--- src/rtl/stopwatch_core.sv ---
// stopwatch_core: centisecond stopwatch counting MM:SS.CC in packed BCD.
// Everything runs on clk_50mhz; clk100hz is only edge-detected to form a
// one-cycle count tick.
// Optional build macro: STOPWATCH_LAP_EN adds the lap/lap_active ports and
// a frozen lap display; without it the outputs always show the live count.
//
// state | meaning
// IDLE  | cleared, not counting
// RUN   | counting on every tick
// PAUSE | holding the count, resumes on start_stop
module stopwatch_core #(
  parameter int MIN_LIMIT = 59,
  parameter int WRAP      = 1
) (
  input  logic       clk_50mhz,
  input  logic       rst_n,
  input  logic       clk100hz,
  input  logic       start_stop,
  input  logic       clear,
`ifdef STOPWATCH_LAP_EN
  input  logic       lap,
  output logic       lap_active,
`endif
  output logic [7:0] cs_bcd,
  output logic [7:0] sec_bcd,
  output logic [7:0] min_bcd,
  output logic       running,
  output logic       overflow
);

  typedef enum logic [1:0] {IDLE, RUN, PAUSE} state_t;

  localparam logic [3:0] MIN_T = 4'(MIN_LIMIT / 10);
  localparam logic [3:0] MIN_O = 4'(MIN_LIMIT % 10);

  state_t     state;
  logic       clk100hz_q;
  logic       tick;
  logic       at_max;
  logic [3:0] cs_t, cs_o, sec_t, sec_o, min_t, min_o;

  assign tick    = clk100hz & ~clk100hz_q;
  assign at_max  = ({min_t, min_o} == {MIN_T, MIN_O}) &&
                   ({sec_t, sec_o} == 8'h59) && ({cs_t, cs_o} == 8'h99);
  assign running = (state == RUN);

  // delay the 100 Hz square wave by one cycle for rising-edge detection
  always_ff @(posedge clk_50mhz or negedge rst_n) begin
    if (!rst_n) clk100hz_q <= 1'b0;
    else        clk100hz_q <= clk100hz;
  end

  // run/pause FSM with the BCD carry chain; counting uses the pre-transition state
  always_ff @(posedge clk_50mhz or negedge rst_n) begin
    if (!rst_n) begin
      state    <= IDLE;
      overflow <= 1'b0;
      cs_t     <= 4'd0;
      cs_o     <= 4'd0;
      sec_t    <= 4'd0;
      sec_o    <= 4'd0;
      min_t    <= 4'd0;
      min_o    <= 4'd0;
    end else if (clear) begin
      state    <= IDLE;
      overflow <= 1'b0;
      cs_t     <= 4'd0;
      cs_o     <= 4'd0;
      sec_t    <= 4'd0;
      sec_o    <= 4'd0;
      min_t    <= 4'd0;
      min_o    <= 4'd0;
    end else begin
      if (tick && state == RUN) begin
        if (at_max) begin
          overflow <= 1'b1;
          // saturating builds simply hold the maximum
          if (WRAP != 0) begin
            cs_t  <= 4'd0;
            cs_o  <= 4'd0;
            sec_t <= 4'd0;
            sec_o <= 4'd0;
            min_t <= 4'd0;
            min_o <= 4'd0;
          end
        end else if (cs_o != 4'd9) begin
          cs_o <= cs_o + 4'd1;
        end else begin
          cs_o <= 4'd0;
          if (cs_t != 4'd9) begin
            cs_t <= cs_t + 4'd1;
          end else begin
            cs_t <= 4'd0;
            if (sec_o != 4'd9) begin
              sec_o <= sec_o + 4'd1;
            end else begin
              sec_o <= 4'd0;
              if (sec_t != 4'd5) begin
                sec_t <= sec_t + 4'd1;
              end else begin
                sec_t <= 4'd0;
                if (min_o != 4'd9) begin
                  min_o <= min_o + 4'd1;
                end else begin
                  min_o <= 4'd0;
                  min_t <= min_t + 4'd1;
                end
              end
            end
          end
        end
      end

      case (state)
        IDLE:    if (start_stop) state <= RUN;
        RUN:     if (start_stop || (tick && at_max && WRAP == 0)) state <= PAUSE;
        PAUSE:   if (start_stop) state <= RUN;
        default: state <= IDLE;
      endcase
    end
  end

`ifdef STOPWATCH_LAP_EN
  logic [7:0] snap_cs, snap_sec, snap_min;

  // lap hold: toggled only while running, snapshot taken from the pre-edge count
  always_ff @(posedge clk_50mhz or negedge rst_n) begin
    if (!rst_n) begin
      lap_active <= 1'b0;
      snap_cs    <= 8'h00;
      snap_sec   <= 8'h00;
      snap_min   <= 8'h00;
    end else if (clear) begin
      lap_active <= 1'b0;
    end else if (lap && state == RUN) begin
      if (lap_active) begin
        lap_active <= 1'b0;
      end else begin
        lap_active <= 1'b1;
        snap_cs    <= {cs_t, cs_o};
        snap_sec   <= {sec_t, sec_o};
        snap_min   <= {min_t, min_o};
      end
    end
  end

  assign cs_bcd  = lap_active ? snap_cs  : {cs_t, cs_o};
  assign sec_bcd = lap_active ? snap_sec : {sec_t, sec_o};
  assign min_bcd = lap_active ? snap_min : {min_t, min_o};
`else
  assign cs_bcd  = {cs_t, cs_o};
  assign sec_bcd = {sec_t, sec_o};
  assign min_bcd = {min_t, min_o};
`endif

endmodule
--- config.mk ---
export PLATFORM = sky130hd
export DESIGN_NAME = stopwatch_core
export DESIGN_NICKNAME = d
export VERILOG_FILES = /design/src/rtl/stopwatch_core.sv
export SDC_FILE = /design/constraint.sdc
export NUM_CORES = 1
export LEC_CHECK = 0
export BUFFER_PORTS_ARGS = -buffer_cell sky130_fd_sc_hd__buf_4
export CORE_MARGIN = 2
export CORE_UTILIZATION = 27
export DETAILED_ROUTE_END_ITERATION = 7
export PLACE_DENSITY = 0.48
export REMOVE_ABC_BUFFERS = 1
export SLEW_MARGIN = 20
export SYNTH_ARGS = -nofsm -noshare
export SYNTH_HDL_FRONTEND = slang
export SYNTH_SLANG_ARGS = --single-unit
--- constraint.sdc ---
create_clock -name clk_50mhz -period 3.6 [get_ports clk_50mhz]
set_clock_uncertainty 0.05 [all_clocks]
set_input_delay 0.72 -clock clk_50mhz [delete_from_list [all_inputs] [get_ports clk_50mhz]]
set_output_delay 0.72 -clock clk_50mhz [all_outputs]
set_load 0.01 [all_outputs]
==> results of run 1 <==
==> stage by stage <==
step | area [um2] | hold slack (ns) | cells | setup WS, ns
2_1_floorplan | 1570 | 0.374 | 159 | 1.60
3_3_place_gp | 1890 | 0.449 | 264 | 1.46
3_5_place_dp | 1890 | 0.458 | 264 | 1.42
4_1_cts | 1930 | 0.319 | 267 | 1.40
5_1_grt | 1930 | 0.322 | 267 | 1.22
6_report | 1930 | 0.306 | 267 | 1.44
==> critical path, delay by kind of cell (launching register included) <==
| family | cells | cell delay, ns |
|---|---|---|
| AOI/OAI and AO/OA | 1 | 0.15 |
| adders and majority gates | 1 | 0.15 |
| buffers and inverters | 1 | 0.07 |
| DFF | 1 | 0.43 |
| and+or+nand+nor | 3 | 1.25 |
==> layout by cell type (no fill, tap or decap), drive strengths merged <==
cell type and instances:
nor2b 4, nor3 8, nand4 1, and3 1
o31ai 3, or4b 1, nor3b 1, and3b 6
buf 30, o21ba 1, and2 1, nand2 10
o21ai 11, ha 12, nand3 8, nor2 12
nor4 2, clkbuf 3, inv 8, mux2i 2
or3b 1, a221o 1, or4 7, a21o 2
or3 5, a22o 1, nand4bb 1, dfrtp 28
a22oi 1, and4bb 1, a21oi 17, mux2 1
o41ai 1
==> flip-flops by register name, summed over array words and instances (netlist names) <==
| register | flops |
|---|---|
| state | 2 |
| cs_t | 4 |
| clk100hz_q | 1 |
| min_t | 4 |
| cs_o | 4 |
| min_o | 4 |
| overflow | 1 |
| sec_t | 4 |
| sec_o | 4 |
==> path summary, 6_finish.rpt <==
check | startpoint | endpoint | slack (ns) | cells past startpoint
setup reg to reg | cs_o[1] | min_t[1] | 1.44 | 6
min in group clk_50mhz | overflow | overflow | 0.47 | 1
hold / removal | rst_n | sec_t[2] | 0.31 | 1
hold reg to reg | overflow | overflow | 0.47 | 1
max in group asynchronous | rst_n | cs_o[1] | 2.93 | 1
setup / recovery | cs_o[1] | min_t[1] | 1.44 | 6
==> power by group through the flow <==
stage / logic, mW / clock network (mW) / registers [mW]
after CTS: 0.0386 / 0.177 / 0.324
after global placement: 0.0382 / 0 / 0.330
after detailed placement: 0.0388 / 0 / 0.330
after global routing: 0.0426 / 0.190 / 0.325
after floorplan: 0.0137 / 0 / 0.330
final: 0.0372 / 0.166 / 0.324
==> metal layers <==
layer  wire (um)  GRT usage, %  vias up
li1            -             -      655
met1        1770          16.8      609
met2        1410          15.9       20
met3         134          1.76        2
met4          21          4.00        0
met5           0             0        -
==> logic make-up after synthesis <==
kind of cell               Yosys count  synth area share, %
DFF                                 28                 43.0
buffers and inverters               17                 5.23
adders and majority gates           12                 9.22
and+or+nand+nor                     70                 26.9
AOI/OAI and AO/OA                   38                 13.7
muxes                                3                 1.92
==> area by class of cell <==
cell class	instances	area share (%)
clock buffers	3	2.14
inverters	8	1.55
multi-input cells	123	43.6
flip-flops and latches	28	36.2
well taps	75	4.85
repair buffers	30	11.7
==> qor.yml, run 1 <==
outcome: "finished, final reports clean"
p_sw_mw: 0.119
yosys_warnings: 0
cp_slowest_cell: "or4_1"
cp.required_ns: 3.75
htreeDepth: 1
worstHoldPathType: "primary input to asynchronous set/reset pin"
sw_frac_of_total_pct: 22.6
grt_pass1_vias: 1208
fill_cells: 646
drtIter0Drc: 40
hold_viol: 0
clk_pin_slew_ns: 0.09
synth-edff-count: 0
clock_latency_ns: 0.27
comb_power_share_pct: 7.1
hold_buffers: 0
dieArea_um2: 6670
ir_drop_mv: 0.135
syn_area_um2: 1630
cts_buffers: 3
multiInputGateArea_um2: 842
cts_buffer_depth: 2
post-route-min-period_ns: 2.16
die_w_um: 81.6
report.power.total_mw: 0.527
diodes: 0
grt_overflow: 0
power.density_nw_per_um2: 273
slowest_delay_ns: 0.56
fin_util_pct: 32.8
viasPerCell: 4.82
p_seq_share_pct: 61.5
initial_core_util_pct: 27.7
nets: 211
finalSetupViolCount: 0
yosysMostFrequentCell: "dfrtp_1"
avgSynthCellArea_um2: 9.69
coreArea_um2: 5890
final_antenna_net_count: 0
synth_common_cells: "dfrtp_1 (28), a21oi_1 (17), ha_1 (12), nor2_1 (12), o21ai_0 (11)"
register_area_um2: 701
synthTopCellsByArea: "dfrtp_1 (43%), ha_1 (9.2%), a21oi_1 (5.2%)"
synth_cell_types: 36
vias: 1286
drt_first_pass_iters: 4
track_usage_pct: 11.1
clock-root-buffer: "clkbuf_8"
worstPathCellList: "inv_1 > ha_1 > and3b_1 > nand4_4 > or4_1 > a21oi_1"
die_h_um: 81.6
pwr-share-clk_pct: 31.5
timing.max_cap.violations: 0
postCtsSetupBuffers: 0
path_class: "flop to flop"
finalSetupTns_ns: 0
drt_wl_total_um: 3340
cp-end-kind: "flop"
tritoncts: "done"
cts_resized: 0
slew-limit-headroom_pct: 73.2
cts_sinks: 28
dp_hpwl_um: 2330
syn_inst: 168
yosys.area.top_type: "dfrtp_1"
slew_violations: 0
rsz0062_at_grt: "no"
area_growth_pct: 18.8
drc: 0
synth_top_area_share_pct: 43.0
intPower_mw: 0.408
wl_per_cell_um: 12.5
fin_crit_sh_pct: 60.1
tightest_slew_ns: 0.401
portBuffers: 30
rows: 28
max_freq_ghz: 0.462
p_leak_nw: 0.884
ys_seq_area_share_pct: 43.0
drive_gt1_share_pct: 20.3
grt_pass1_wl_um: 5850
io_pins: 31
cp-start-kind: "flop"
ys.flop_type: "dfrtp_1"
async_flop_share_pct: 100
synth-seq-cells: 28
antenna_found_initial: 0
critical_path_arrival_ns: 2.31
critPathMaxFanout: 16
gp_congestion: 0.714
grt_max_degree: 33
Note: power is estimated with default switching activity, not from simulation.
==> run 2: changes to the inputs <==
Clock period 3.6 ns to 2.2 ns, I/O delays scaled along.
==> run 2 against run 1 <==
Effect of this change: utilization grew 0.81 points; wire length rose by 3.9%; die area did not move; non-clock buffer count rose by 6; final cell count grew 2.2%; largest cell class unchanged; largest power group unchanged.
==> qor.yml, run 2 (same netlist as run 1, synthesis figures left out) <==
outcome: "finished, final reports clean"
vias: 1321  # +2.7%
initial_core_util_pct: 27.7  # unchanged
area_growth_pct: 21.7
rows: 28  # unchanged
worstHoldPathType: "primary input to asynchronous set/reset pin"
antenna_found_initial: 0  # unchanged
finalSetupViolCount: 0  # unchanged
cp-start-kind: "flop"
slew_violations: 0  # unchanged
grt_max_degree: 33  # unchanged
rsz0062_at_grt: "no"
final_cell_mix: "buf_4 (36), dfrtp_1 (28), a21oi_1 (17)"
preCtsSetupSlack_ns: 0.134  # -1.28 ns
post-route-min-period_ns: 1.96  # -0.201 ns
drtIter0Drc: 54  # +35%
r2r_setup_slack_ns: 0.24  # -1.20 ns
dieArea_um2: 6670  # unchanged
fill_cells: 614  # -5.0%
slew-limit-headroom_pct: 75.4  # +2.1 points
ir_drop_mv: 0.189  # +41%
path_class: "flop to flop"
cts_buffers: 3  # unchanged
drt_wl_total_um: 3470  # +3.9%
grt_pass1_wl_um: 6210  # +6.1%
hold_viol: 0  # unchanged
portBuffers: 30  # unchanged
gp_congestion: 0.729  # +2.1%
pwr-share-clk_pct: 31.4  # about the same
diodes: 0  # unchanged
p_seq_share_pct: 61.4  # about the same
whs_ns: 0.0273  # -0.279 ns
p_sw_mw: 0.194  # +63%
cp.required_ns: 2.35  # -1.40 ns
sw_frac_of_total_pct: 22.5  # -0.092 points
power.density_nw_per_um2: 436  # +60%
die_w_um: 81.6  # unchanged
tightest_slew_ns: 0.369  # -0.0322 ns
mostFrequentLayoutCell: "buf_4"
report.power.total_mw: 0.863  # +64%
io_pins: 31  # unchanged
comb_power_share_pct: 7.2  # about the same
intPower_mw: 0.668  # +64%
postCtsSetupBuffers: 0  # unchanged
p_leak_nw: 0.916  # +3.6%
drc: 0  # unchanged
clk_pin_slew_ns: 0.09  # about the same
r2r_cells: 6  # unchanged
cp-end-kind: "flop"
drt_first_pass_iters: 6  # +2
die_h_um: 81.6  # unchanged
setup_ws_ns: 0.238  # -1.20 ns
reg2reg_from: "cs_t[1]"
nets: 217  # +2.8%
place_inst: 270  # +2.3%
clock_latency_ns: 0.27  # about the same
track_usage_pct: 12.0  # +0.83 points
fin_crit_sh_pct: 89.2  # +29 points
coreArea_um2: 5890  # unchanged
wl_per_cell_um: 12.7  # +1.6%
reg2reg_to: "min_t[1]"
cts_buffer_depth: 2  # unchanged
grt_overflow: 0  # unchanged
cts_sinks: 28  # unchanged
dp_hpwl_um: 2450  # +5.1%
critPathMaxFanout: 16  # unchanged
stdcell_count: 273  # +2.2%
max_freq_ghz: 0.510  # +10%
grt_pass1_vias: 1286  # +6.5%
final_antenna_net_count: 0  # unchanged
drive_gt1_share_pct: 23.7  # +3.4 points
tritoncts: "done"
clock-root-buffer: "clkbuf_8"
htreeDepth: 1  # unchanged
finalSetupTns_ns: 0  # unchanged
critical_path_arrival_ns: 2.11  # -0.20 ns
viasPerCell: 4.84  # +0.46%
timing.max_cap.violations: 0  # unchanged
[run 2: changes by cell type in the layout (fill, tap and decap cells not counted)]
cell	before	now
and3b_1	6	4
and3b_2	0	2
buf_4	30	36
[run 2: worst max path at each step]
| stage | from | end | slack (ns) | cells after the start |
|---|---|---|---|---|
| final | cs_t[1] | min_t[1] | 0.24 | 6 |
| after global routing | cs_t[1] | min_t[0] | 0.06 | 6 |
| after CTS | cs_t[1] | min_t[1] | 0.11 | 6 |
| after detailed placement | cs_t[1] | min_t[1] | 0.13 | 6 |
| after global placement | cs_t[1] | min_t[1] | 0.20 | 6 |
| after floorplan | cs_o[1] | min_t[1] | 0.20 | 6 |
[run 2: power groups by stage]
stage / Combinational, mW / Sequential, mW / Clock, mW
final: 0.0623 / 0.530 / 0.271
after CTS: 0.0644 / 0.530 / 0.296
after detailed placement: 0.0647 / 0.539 / 0
after global placement: 0.0641 / 0.539 / 0
after global routing: 0.0723 / 0.531 / 0.325
after floorplan: 0.0224 / 0.540 / 0
[run 2: what timing repair did]
action	4_1_cts	5_1_grt
endpoints found under the setup margin	0	5
resized for setup	0	2
hold buffers	0	0
[run 2: metal layers]
metal | vias up | part of all wire (%) | GRT usage [%]
met5 | - | 0 | 0
met4 | 0 | 0.61 | 3.50
met3 | 2 | 4.0 | 2.09
met2 | 26 | 45 | 18.3
met1 | 622 | 51 | 17.3
li1 | 671 | - | -
[run 2: layout make-up]
| class | instances | area (um2) | share of cell area [%] |
|---|---|---|---|
| inverters | 8 | 30.0 | 1.52 |
| multi-input cells | 123 | 845 | 42.6 |
| clock buffers | 3 | 41.3 | 2.08 |
| flip-flops and latches | 28 | 701 | 35.4 |
| repair buffers | 36 | 270 | 13.6 |
| well taps | 75 | 93.8 | 4.74 |
[run 2: worst max-delay path: stages, from the launching register on]
cell and delay (ns):
dfrtp_1 0.43, inv_1 0.07, ha_1 0.12, and3b_2 0.30, nand4_4 0.23, or4_1 0.55
a21oi_1 0.15
[run 2: stage by stage]
| stage | cell area [um2] | util, % |
|---|---|---|
| CTS | 1980 | 33.6 |
| global route | 1980 | 33.7 |
| floorplan | 1570 | - |
| detailed placement | 1940 | 32.9 |
| global placement | 1940 | 32.9 |
| finish | 1980 | 33.7 |
